### src/rtl/clock_pkg.sv
// Shared encodings, limits and field widths for the 12-hour time-of-day controller.
package clock_pkg;

    typedef enum logic [1:0] {
        RUN      = 2'd0,
        SET_HRS  = 2'd1,
        SET_MINS = 2'd2
    } state_t;

    localparam int MAX_SEC = 59;
    localparam int MAX_MIN = 59;
    localparam int MAX_HR  = 11;

    localparam int HR_W = 4;
    localparam int MS_W = 6;

    // Wrapping increment; anything at or above the limit (including corrupt values) loads 0.
    function automatic logic [MS_W-1:0] ms_next(input logic [MS_W-1:0] v, input int max);
        return (int'(v) >= max) ? '0 : v + 1'b1;
    endfunction

    function automatic logic [HR_W-1:0] hr_next(input logic [HR_W-1:0] v);
        return (int'(v) >= MAX_HR) ? '0 : v + 1'b1;
    endfunction

endpackage

### src/rtl/clock_set_ctrl_if.sv
// Front-panel buttons in, time/mode/strobe outputs out; slave side is the controller.
interface clock_set_ctrl_if;
    import clock_pkg::*;

    logic            btn_mode;
    logic            btn_inc;
    logic [HR_W-1:0] hrs;
    logic [MS_W-1:0] mins;
    logic [MS_W-1:0] secs;
    logic            pm;
    logic            set_hrs;
    logic            set_mins;
    logic            tick;

    modport slave (
        input  btn_mode, btn_inc,
        output hrs, mins, secs, pm, set_hrs, set_mins, tick
    );

    modport master (
        output btn_mode, btn_inc,
        input  hrs, mins, secs, pm, set_hrs, set_mins, tick
    );

endinterface

### src/rtl/tick_gen.sv
// Prescaler producing a registered one-cycle strobe every TICK_DIV clocks; i_clr restarts the count.
module tick_gen #(
    parameter int TICK_DIV = 50000000,
    parameter int CNT_W    = 26
) (
    input  logic clk,
    input  logic rst,
    input  logic i_clr,
    output logic o_tick
);

    localparam logic [CNT_W-1:0] LAST = CNT_W'(TICK_DIV - 1);

    logic [CNT_W-1:0] r_cnt;
    logic [CNT_W-1:0] w_cnt_nxt;
    logic             r_tick;

    // NOTE: assign the default first so every path through always_comb drives w_cnt_nxt (no latch).
    always_comb begin
        w_cnt_nxt = r_cnt + 1'b1;
        if (i_clr || (r_cnt == LAST)) begin
            w_cnt_nxt = '0;
        end
    end

    // Tick is registered from the next count so it is high exactly while r_cnt == LAST.
    // NOTE: sequential state uses <= so every register samples pre-edge values.
    always_ff @(posedge clk or negedge rst) begin
        if (!rst) begin
            r_cnt  <= '0;
            r_tick <= 1'b0;
        end else begin
            r_cnt  <= w_cnt_nxt;
            r_tick <= (w_cnt_nxt == LAST);
        end
    end

    assign o_tick = r_tick;

endmodule

### src/rtl/clock_set_ctrl.sv
// 12-hour time-of-day controller: button edge detect, RUN/SET_HRS/SET_MINS sequencing and
// the hh:mm:ss/AM-PM counters, all outputs registered.
module clock_set_ctrl
    import clock_pkg::*;
#(
    parameter int TICK_DIV = 50000000,
    parameter int CNT_W    = 26
) (
    input  logic clk,
    input  logic rst,
    clock_set_ctrl_if.slave bus
);

    state_t          r_state;
    logic            r_mode_d;
    logic            r_inc_d;
    logic [HR_W-1:0] r_hrs;
    logic [MS_W-1:0] r_mins;
    logic [MS_W-1:0] r_secs;
    logic            r_pm;
    logic            r_set_hrs;
    logic            r_set_mins;

    logic w_mode_p;
    logic w_inc_p;
    logic w_tick;
    logic w_enter_run;

    assign w_mode_p = bus.btn_mode & ~r_mode_d;
    assign w_inc_p  = bus.btn_inc  & ~r_inc_d;

    // Any transition into RUN restarts the prescaler so the first second is a full one.
    always_comb begin
        w_enter_run = 1'b0;
        case (r_state)
            RUN:      w_enter_run = 1'b0;
            SET_HRS:  w_enter_run = 1'b0;
            SET_MINS: w_enter_run = w_mode_p;
            default:  w_enter_run = 1'b1;
        endcase
    end

    tick_gen #(
        .TICK_DIV (TICK_DIV),
        .CNT_W    (CNT_W)
    ) u_tick_gen (
        .clk    (clk),
        .rst    (rst),
        .i_clr  (w_enter_run),
        .o_tick (w_tick)
    );

    always_ff @(posedge clk or negedge rst) begin
        if (!rst) begin
            r_state    <= RUN;
            r_mode_d   <= 1'b0;
            r_inc_d    <= 1'b0;
            r_hrs      <= '0;
            r_mins     <= '0;
            r_secs     <= '0;
            r_pm       <= 1'b0;
            r_set_hrs  <= 1'b0;
            r_set_mins <= 1'b0;
        end else begin
            r_mode_d <= bus.btn_mode;
            r_inc_d  <= bus.btn_inc;

            case (r_state)
                RUN: begin
                    if (w_tick) begin
                        r_secs <= ms_next(r_secs, MAX_SEC);
                        if (r_secs == MS_W'(MAX_SEC)) begin
                            r_mins <= ms_next(r_mins, MAX_MIN);
                            if (r_mins == MS_W'(MAX_MIN)) begin
                                r_hrs <= hr_next(r_hrs);
                                if (r_hrs == HR_W'(MAX_HR)) begin
                                    r_pm <= ~r_pm;
                                end
                            end
                        end
                    end
                    // Later assignment wins: entering set mode clears secs even on a tick edge.
                    if (w_mode_p) begin
                        r_state   <= SET_HRS;
                        r_set_hrs <= 1'b1;
                        r_secs    <= '0;
                    end
                end

                SET_HRS: begin
                    if (w_mode_p) begin
                        r_state    <= SET_MINS;
                        r_set_hrs  <= 1'b0;
                        r_set_mins <= 1'b1;
                    end else if (w_inc_p) begin
                        r_hrs <= hr_next(r_hrs);
                        if (r_hrs == HR_W'(MAX_HR)) begin
                            r_pm <= ~r_pm;
                        end
                    end
                end

                SET_MINS: begin
                    if (w_mode_p) begin
                        r_state    <= RUN;
                        r_set_mins <= 1'b0;
                    end else if (w_inc_p) begin
                        r_mins <= ms_next(r_mins, MAX_MIN);
                    end
                end

                default: begin
                    r_state    <= RUN;
                    r_set_hrs  <= 1'b0;
                    r_set_mins <= 1'b0;
                end
            endcase
        end
    end

    assign bus.hrs      = r_hrs;
    assign bus.mins     = r_mins;
    assign bus.secs     = r_secs;
    assign bus.pm       = r_pm;
    assign bus.set_hrs  = r_set_hrs;
    assign bus.set_mins = r_set_mins;
    assign bus.tick     = w_tick;

endmodule

### src/flat_wrapper.sv
// flat-port wrapper written by rule: the top's interface ports become plain ports
module clock_set_ctrl_flat import clock_pkg::*;
#(
    parameter int TICK_DIV = 50000000,
    parameter int CNT_W    = 26
)
  (clk, rst, bus_btn_mode, bus_btn_inc, bus_hrs, bus_mins, bus_secs, bus_pm, bus_set_hrs, bus_set_mins, bus_tick);
  clock_set_ctrl_if bus_i ();
  input  logic clk;
  input  logic rst;
  input wire logic [$bits(bus_i.btn_mode)-1:0] bus_btn_mode;
  input wire logic [$bits(bus_i.btn_inc)-1:0] bus_btn_inc;
  output wire logic [$bits(bus_i.hrs)-1:0] bus_hrs;
  output wire logic [$bits(bus_i.mins)-1:0] bus_mins;
  output wire logic [$bits(bus_i.secs)-1:0] bus_secs;
  output wire logic [$bits(bus_i.pm)-1:0] bus_pm;
  output wire logic [$bits(bus_i.set_hrs)-1:0] bus_set_hrs;
  output wire logic [$bits(bus_i.set_mins)-1:0] bus_set_mins;
  output wire logic [$bits(bus_i.tick)-1:0] bus_tick;
  assign bus_i.btn_mode = bus_btn_mode;
  assign bus_i.btn_inc = bus_btn_inc;
  assign bus_hrs = bus_i.hrs;
  assign bus_mins = bus_i.mins;
  assign bus_secs = bus_i.secs;
  assign bus_pm = bus_i.pm;
  assign bus_set_hrs = bus_i.set_hrs;
  assign bus_set_mins = bus_i.set_mins;
  assign bus_tick = bus_i.tick;
  clock_set_ctrl #(.TICK_DIV(TICK_DIV), .CNT_W(CNT_W)) u_core (.clk(clk), .rst(rst), .bus(bus_i));
endmodule
### config.mk
export PLATFORM = sky130hd
export DESIGN_NAME = clock_set_ctrl_flat
export DESIGN_NICKNAME = d
export VERILOG_FILES = /design/src/rtl/clock_pkg.sv /design/src/rtl/clock_set_ctrl_if.sv /design/src/rtl/tick_gen.sv /design/src/rtl/clock_set_ctrl.sv /design/src/flat_wrapper.sv
export SDC_FILE = /design/constraint.sdc
export NUM_CORES = 1
export LEC_CHECK = 0
export CORE_MARGIN = 3
export CORE_UTILIZATION = 43
export DETAILED_ROUTE_END_ITERATION = 8
export DONT_BUFFER_PORTS = 1
export REMOVE_ABC_BUFFERS = 1
export SLEW_MARGIN = 10
export SYNTH_ARGS = -nofsm -noshare
export SYNTH_HDL_FRONTEND = slang
export SYNTH_SLANG_ARGS = --single-unit
### constraint.sdc
create_clock -name clk -period 2.8 [get_ports clk]
set_clock_uncertainty 0.05 [all_clocks]
set_input_delay 0.56 -clock clk [delete_from_list [all_inputs] [get_ports clk]]
set_output_delay 0.56 -clock clk [all_outputs]
set_load 0.01 [all_outputs]
Word level (Yosys, flattened, before mapping)
Cells that the tools add are included.

Register bits: 50. Input bits: 4. Output and inout bits: 20.

$add $sub $neg: 4. Magnitude comparators: 3. Equal/unequal tests: 17. Mux-type cells: 33. Bitwise operators: 7. Reduce and logical (&&, ||, !) cells: 12.

Operator list (count): $eq A26 B26 Y1 const B (2); $mux W6 (8); $add A26 B1 Y26 const B (1); $mux W26 (1); $mux W4 (6); $ne A2 B1 Y1 const B (7); $add A6 B1 Y6 const B (2); $eq A6 B6 Y1 const B (2); $ge A6 B6 Y1 const B (2); $pmux W6 S2 (1); $reduce_and A3 Y1 (3); $mux W1 (8); $pmux W4 S2 (1); $mux W2 (3); $ne A2 B2 Y1 const B (3); $pmux W1 S3 (2); $pmux W2 S3 (1); $reduce_and A6 Y1 (1); $reduce_bool A2 Y1 (3); $not A1 Y1 (5); $reduce_and A5 Y1 (1); $add A4 B1 Y4 const B (1); $eq A4 B4 Y1 const B (1); $ge A4 B4 Y1 const B (1); 8 further kinds (10).

Longest topological paths before layout
Gate-level depths: netlist of the first run.

Depth in word-level cells: 6. Mapped depth: 7. Mapped depth without buffers: 7.

Cells and area by module
From an unflattened synthesis of the first run, not the netlist that was laid out.

Cell total of the unflattened synthesis: 293. Area total of the unflattened synthesis: 2798.9 sq um.

Modules (own cells, without submodules): tick_gen (times used 1, cells each 175, area each 1595.3 sq um); clock_set_ctrl (times used 1, cells each 118, area each 1203.7 sq um).

Worst setup path after synthesis of the first run
Ideal clock, no wire load.

Kind: reg2reg. From: register u_core.u_tick_gen.r_cnt[0]. To: register u_core.u_tick_gen.r_tick, in the netlist u_core.u_tick_gen.o_tick. Arrival time: 2.175 ns. Required time: 2.639 ns. Setup slack: 0.464 ns. Cell stages (with the launch flop): 8. Buffers on the path: 0. Cell sequence: dfrtp_1 ha_1 and4_2 nand4_1 nor3_1 xnor2_1 or4b_1 a2111oi_2.

Word-level cells in the longest chain between the ends: 4. Elaborated cells on any way between the ends: 5. Those cells by class: add/sub (1); eq/ne (2); mux (1); reduce/logical (1).

RTL lines: from (decl) (RTL line tick_gen.sv:14) `logic [CNT_W-1:0] r_cnt;`; from (signal assigned) (RTL line tick_gen.sv:33) `r_cnt <= w_cnt_nxt;`; parallel branches: the longest is 2 deep, another holds $add A26 B1 Y26; $mux W26 (*) (RTL line tick_gen.sv:21) `if (i_clr || (r_cnt == LAST)) begin`; $eq A26 B26 Y1 (*) (RTL line tick_gen.sv:34) `r_tick <= (w_cnt_nxt == LAST);`; to (signal assigned) (RTL line tick_gen.sv:34); to (decl) (RTL line tick_gen.sv:16) `logic r_tick;`.

Mark *: on every way between the ends. A chain may end at the register's enable or synchronous reset.

Worst setup path in the final report of the first run
Ends and elaborated chain as after synthesis.

==> results by group, run 1 <==
Setup path
  – CP required: 2950 ps
  – Reg2Reg Launch Point: u_core.u_tick_gen.r_cnt[0]
  – Worst Setup Start Kind: register
  – Worst r2r dst: u_core.u_tick_gen.o_tick
  – Worst setup EP type: register
  – WS Path Type: register to register
  – Reg2reg setup slack: 380 ps
  – R2R cell count: 7
  – Largest delay contributor family on the critical path: simple AND/OR/NAND/NOR gates
  – CP peak stage delay: 490 ps
  – Slowest CP cell: or4b_1
  – Top fanout value on the critical path: 5
  – CP Buf/Inv Count: 0
  – Worst Path Arrival: 2570 ps
  – CP cell instances: ha_1, and4_2, nand4_1, nor3_1, xnor2_1, or4b_1, a2111oi_2

Global routing
  – Vias in the first global route: 1957
  – Grt met3 use: 3.55%
  – Initial antenna violation count: 0
  – Largest net degree at the start of global routing: 51
  – First-pass GRT wire length: 9600 um
  – Met1 GRT Util: 23.3%
  – Met2 usage: 25.1%
  – GRT Total Usage: 16.2%
  – Gr ovfl total: 0
  – GRT busiest layer: met2

Logic synthesis
  – Average size of a mapped cell: 9.40 um2
  – Register area share after synthesis: 46.0%
  – Synth Flop Type: dfrtp_1
  – Number of unique standard cell types used by synthesis: 48
  – EDFF count, synth: 0
  – Synth Instances: 289
  – Async SR Flop Fraction: 100%
  – Count leader, synth: dfrtp_1
  – Cell taking the most area after synthesis: dfrtp_1
  – Commonest cells in the netlist: 50 x dfrtp_1, 44 x nor2_1, 25 x o21ai_0
  – #FFs+latches synth: 50
  – Top cells by area, synth: dfrtp_1 46%, nor2_1 6.1%, xnor2_1 4.8%
  – Mapped Area: 2720 um2
  – Top-area cell type share of the netlist area: 46.0%
  – YS warnings: 0

Layout
  – Fin cells: 368
  – ANT cells: 0
  – Register area: 1250 um2
  – Syn-to-layout area delta: 7.37%
  – Final core utilization: 48.4%
  – Layout Nets: 300
  – Layout cells sized above 1: 8.19%
  – Multi-input gate area: 1400 um2
  – Filler cells: 565

Route
  – DRC: 0
  – DRT Wirelength: 5540 um
  – Initial DRT Pass Iterations: 4
  – Starting DRT DRC Count: 90
  – DR vias/cell: 5.60
  – Routed len/inst: 15.1 um
  – Remaining antenna violation count: 0
  – Vias after detailed routing: 2062

CTS
  – Clock Tree Buf Depth: 2
  – Post-cts sizing count: 0
  – H-tree levels: 2
  – Clk_lat worst skew: 300 ps
  – Total clock sinks: 50
  – Clock Pin Slew Worst Setup and Hold Paths: 100 ps
  – CTS buffer count: 5
  – CTS tree: built
  – Root buf cell: clkbuf_8

Power and ir drop
  – Sequential cell fraction of total power: 55.5%
  – Combinational power share: 20.0%
  – Power Dens Cells: 641 nW/um2
  – Switching Fraction: 35.5%
  – Int Power: 1.21 mW
  – Total Power: 1.87 mW
  – Part of the power in the clock network: 24.5%
  – Sw power: 0.665 mW
  – Max IR drop VDD: 0.369 mV
  – Leakage dissipation: 1.24 nW

Floorplan
  – Core area: 6030 um2
  – Chip height: 85.5 um
  – Ports: 24
  – FP Rows: 28
  – Chip width: 85.5 um
  – Initial Utilization: 45.1%
  – Floorplan die area: 7310 um2

Hold path
  – HP Class: input port to asynchronous set/reset pin

Place
  – Dpl hpwl: 3980 um
  – IO buf count: 0
  – RD Place Congestion: 0.888
  – Pre-CTS setup slack: 400 ps
  – Inst Count DP: 359

STA
  – Setup WS post-layout: 376 ps
  – Fmax: 0.413 GHz
  – Endpoints failing setup: 0
  – Setup TNS Final: 0 ps
  – Pins Over Slew Limit: 0
  – Max_slew headroom: 63.5%
  – Unrepaired setup endpoints after global routing: no
  – Final worst path period need: 2420 ps
  – Final period util: 86.6%
  – Final Hold Fails: 0
  – Measured slew at the worst slew-check pin: 547 ps

Status
  – Status: completed

Job
  – Max_cap viols: 0
-- power groups by stage --
stage	sequential, mW	combinational, mW	clock (mW)
after floorplan	1.01	0.293	0
after global placement	1.05	0.352	0
after detailed placement	1.05	0.359	0
after CTS	1.04	0.381	0.472
after global routing	1.06	0.442	0.505
final	1.04	0.374	0.459
-- state kept, by name, summed over array words and instances, names as in the netlist --
signal and flops:
u_core.bus.set_mins 1, u_core.u_tick_gen.o_tick 1, u_core.bus.set_hrs 1, u_core.u_tick_gen.r_cnt 26, u_core.bus.mins 6, u_core.bus.secs 6
u_core.bus.hrs 4, u_core.r_state 2, u_core.bus.pm 1, u_core.r_mode_d 1, u_core.r_inc_d 1
-- routing by layer --
layer | up-vias | wire [um]
met5 | - | 0
met3 | 6 | 278
met2 | 42 | 2450
li1 | 1026 | -
met1 | 988 | 2770
met4 | 0 | 42
-- timing repair --
item,CTS,global route
hold endpoints to repair,50,0
hold buffers,1,0
buffers inserted,0,0
-- worst reg2reg max path: stages (launching register included) --
cell	delay, ps
dfrtp_1	410
ha_1	240
and4_2	300
nand4_1	130
nor3_1	240
xnor2_1	160
or4b_1	490
a2111oi_2	290
-- metrics by stage --
step	hold WS, ps	area, um2
2_1_floorplan	214	2680
3_3_place_gp	215	2790
3_5_place_dp	215	2790
4_1_cts	52.1	2920
5_1_grt	46.4	2920
6_report	49.2	2920
-- how the worst max path moves through the flow --
stage / cells past startpoint / from / to / slack (ps)
floorplan: 7 / u_core.u_tick_gen.r_cnt[0] / u_core.u_tick_gen.o_tick / 330
global placement: 7 / u_core.u_tick_gen.r_cnt[0] / u_core.u_tick_gen.o_tick / 460
detailed placement: 7 / u_core.u_tick_gen.r_cnt[0] / u_core.u_tick_gen.o_tick / 400
CTS: 7 / u_core.u_tick_gen.r_cnt[0] / u_core.u_tick_gen.o_tick / 370
global route: 7 / u_core.u_tick_gen.r_cnt[0] / u_core.u_tick_gen.o_tick / 180
finish: 7 / u_core.u_tick_gen.r_cnt[0] / u_core.u_tick_gen.o_tick / 380
-- placed cells by master (no fill, tap or decap), types with 2 or more instances in the layout --
cell	count
nor3_1	8
o21ai_0	25
buf_4	3
nand2b_1	3
nand2_1	20
a21oi_1	6
nand4_1	5
nor4_1	2
o31ai_1	7
and2_1	3
xnor2_1	15
clkbuf_8	6
and3_1	10
xor2_1	12
nand4b_1	4
ha_1	4
dfrtp_1	50
nor2b_1	6
inv_1	6
nor2_1	44
a22o_1	2
or4_1	2
nand3_1	23
-- layout make-up --
class / count / area share (%)
multi-input combinational: 225 / 48.0
clock buffer: 6 / 2.83
timing repair buffer: 4 / 1.72
clock inverter: 2 / 0.557
sequential: 50 / 42.9
inverter: 6 / 0.772
tap: 75 / 3.22
-- cell families (layout without fill, tap and decap cells) --
logic type	after synthesis	after routing	share of synthesized area, %
and+or+nand+nor	144	144	28.9
DFF	50	50	46.0
AOI/OAI and AO/OA	48	48	11.4
xor gates and xnor gates	27	27	8.70
buffers and inverters	14	18	2.39
adders and majority gates	4	4	1.84
muxes	2	2	0.783
No activity file was read; power rests on OpenSTA's default activity.
==> run 2, diff against run 1 <==
DONT_BUFFER_PORTS = unset   (was 1)
SYNTH_HIERARCHICAL = 1   (was unset)
==> results by group, run 2 <==
Logic synthesis
  – Adder-Cell Fraction of Synth Area: 2.15%
  – Top-area cell type share of the netlist area: 44.7%
  – Cell taking the most area after synthesis: dfrtp_1
  – Async SR Flop Fraction: 100%
  – YS warnings: 6
  – EDFF count, synth: 0
  – Largest family of logic cells by synthesized area: simple AND/OR/NAND/NOR gates
  – Mux cell area share after synthesis: 1.16%
  – Average size of a mapped cell: 9.55 um2
  – Number of unique standard cell types used by synthesis: 61
  – Register area share after synthesis: 44.7%
  – Synth Instances: 293
  – Top cells by area, synth: dfrtp_1 45%, nor2_1 6.0%, xnor2_1 5.3%
  – Commonest cells in the netlist: 50 x dfrtp_1, 45 x nor2_1, 23 x nand2_1
  – Mapped Area: 2800 um2
  – #FFs+latches synth: 50
  – Post-synthesis simple-gate area fraction: 27.7%
  – Count leader, synth: dfrtp_1
  – Synth Flop Type: dfrtp_1
  – Synth Area in XOR/XNOR: 8.76%
  – Synth Area in Compound Gates: 11.9%

Route
  – DR vias/cell: 5.47
  – Routed len/inst: 14.1 um
  – Routed wl met2: 2620 um
  – Starting DRT DRC Count: 95
  – Met3 wire len: 251 um
  – M1 wire length: 2680 um
  – Initial DRT Pass Iterations: 4
  – Remaining antenna violation count: 0
  – Vias after detailed routing: 2159
  – DRC: 0
  – Top layer in use: met4
  – DRT Wirelength: 5590 um

Setup path
  – CP Buf/Inv Count: 0
  – Worst Setup Start Kind: register
  – Slowest CP cell: dfrtp_1
  – Critical path depth in cells: 7
  – Top fanout value on the critical path: 9
  – CP cell instances: ha_1, and3_1, nand4_4, nor3_1, mux2_2, nor4_1, and4b_1
  – CP required: 2990 ps
  – R2R cell count: 7
  – Worst setup EP type: register
  – Worst Path Arrival: 2730 ps
  – Largest delay contributor family on the critical path: simple AND/OR/NAND/NOR gates
  – WS Path Type: register to register
  – CP peak stage delay: 480 ps

STA
  – Max_slew headroom: 58.9%
  – Final worst path period need: 2540 ps
  – Pins Over Slew Limit: 0
  – Final Hold Fails: 0
  – Measured slew at the worst slew-check pin: 616 ps
  – Setup TNS Final: 0 ps
  – Fmax: 0.394 GHz
  – Setup WS post-layout: 264 ps
  – Endpoints failing setup: 0
  – Final period util: 90.6%
  – Unrepaired setup endpoints after global routing: no

Power and ir drop
  – Max IR drop VDD: 0.358 mV
  – Combinational power share: 30.5%
  – Total Power: 2.30 mW
  – Switching Fraction: 37.2%
  – Sw power: 0.853 mW
  – Part of the power in the clock network: 19.9%
  – Int Power: 1.44 mW
  – Sequential cell fraction of total power: 49.6%
  – Power Dens Cells: 720 nW/um2
  – Leakage dissipation: 1.36 nW

Layout
  – Filler cells: 576
  – Commonest non-fill, non-tap cell in the layout: dfrtp_1
  – Register area: 1250 um2
  – Commonest cells after routing, fill and taps aside: 50 x dfrtp_1, 45 x nor2_1, 23 x nand2_1
  – ANT cells: 0
  – Multi-input gate area: 1450 um2
  – Largest Register: u_core/u_tick_gen/r_cnt
  – Fin cells: 395
  – Layout Nets: 327
  – Layout cells sized above 1: 9.69%
  – Syn-to-layout area delta: 14.0%
  – Max FFs per register: 26
  – Final instance area: 3190 um2

CTS
  – Post-cts sizing count: 0
  – CTS buffer count: 5
  – Clk_lat worst skew: 300 ps
  – Total clock sinks: 50
  – CTS tree: built
  – Clock Pin Slew Worst Setup and Hold Paths: 100 ps
  – # Post-CTS Setup Buffers: 0
  – Hold-fix buffers, CTS: 0
  – Root buf cell: clkbuf_8
  – Clock Tree Buf Depth: 2
  – H-tree levels: 2

Global routing
  – Gr ovfl total: 0
  – First-pass GRT wire length: 9740 um
  – GRT Total Usage: 16.0%
  – Vias in the first global route: 2064
  – Largest net degree at the start of global routing: 51
  – Initial antenna violation count: 0

Floorplan
  – Ports: 24
  – Chip width: 86.7 um
  – Core area: 6100 um2
  – FP Rows: 28
  – Chip height: 86.7 um
  – Floorplan die area: 7510 um2
  – Initial Utilization: 45.9%

Place
  – Placed Area: 3090 um2
  – Dpl hpwl: 4080 um
  – RD Place Congestion: 0.863
  – Inst Count DP: 387
  – IO buf count: 23
  – Pre-CTS setup slack: 268 ps

Status
  – Status: completed

Hold path
  – HP Class: input port to asynchronous set/reset pin

Job
  – Max_cap viols: 0
## run 2: cell types whose count changed after synthesis, moves of 4 or more
cell	previous run	this run
and3_1	10	5
nand4b_1	4	0
o31ai_1	7	3
o21ai_0	25	10
inv_1	6	10
## run 2: cell families (layout without fill, tap and decap cells)
logic type / after synthesis / after routing
simple gates: 141 / 141
fa+ha+maj: 5 / 5
flops: 50 / 50
mux: 3 / 3
xor+xnor: 28 / 28
buf+inv: 19 / 46
compound gates: 47 / 47
## run 2: power groups by stage
stage | Sequential, mW | Clock [mW] | Combinational, mW
after global placement | 1.15 | 0 | 0.703
after global routing | 1.17 | 0.504 | 0.795
after CTS | 1.14 | 0.472 | 0.712
after detailed placement | 1.15 | 0 | 0.710
after floorplan | 1.12 | 0 | 0.423
final | 1.14 | 0.457 | 0.700
## run 2: worst paths after layout
path / from / slack [ps] / end
max in group asynchronous: rst / 1990 / u_core/u_tick_gen/r_cnt[8]
setup / recovery: u_core/u_tick_gen/r_cnt[0] / 260 / u_core/u_tick_gen/o_tick
min in group clk: u_core/bus.pm / 420 / u_core/bus.pm
setup reg to reg: u_core/u_tick_gen/r_cnt[0] / 260 / u_core/u_tick_gen/o_tick
hold / removal: rst / 300 / u_core/bus.set_hrs
hold reg to reg: u_core/bus.pm / 420 / u_core/bus.pm
## run 2: layer usage
layer / global-route usage [%] / up-vias
met1: 21.9 / 1022
met2: 26.1 / 43
met3: 3.52 / 5
met4: 3.54 / 0
li1: - / 1089
met5: 0 / -
## run 2: final cells by class
cell class / instances / area share [%]
sequential: 50 / 39.2
clock buffer: 6 / 2.59
timing repair buffer: 28 / 8.23
tap: 75 / 2.94
clock inverter: 2 / 0.510
multi-input combinational: 224 / 45.4
inverter: 10 / 1.18
## run 2: metrics by stage
step / utilization, % / hold WS (ps)
final: 52.4 / 298
after detailed placement: 50.7 / 415
after floorplan: - / 214
after CTS: 52.4 / 325
after global routing: 52.4 / 341
after global placement: 50.7 / 408
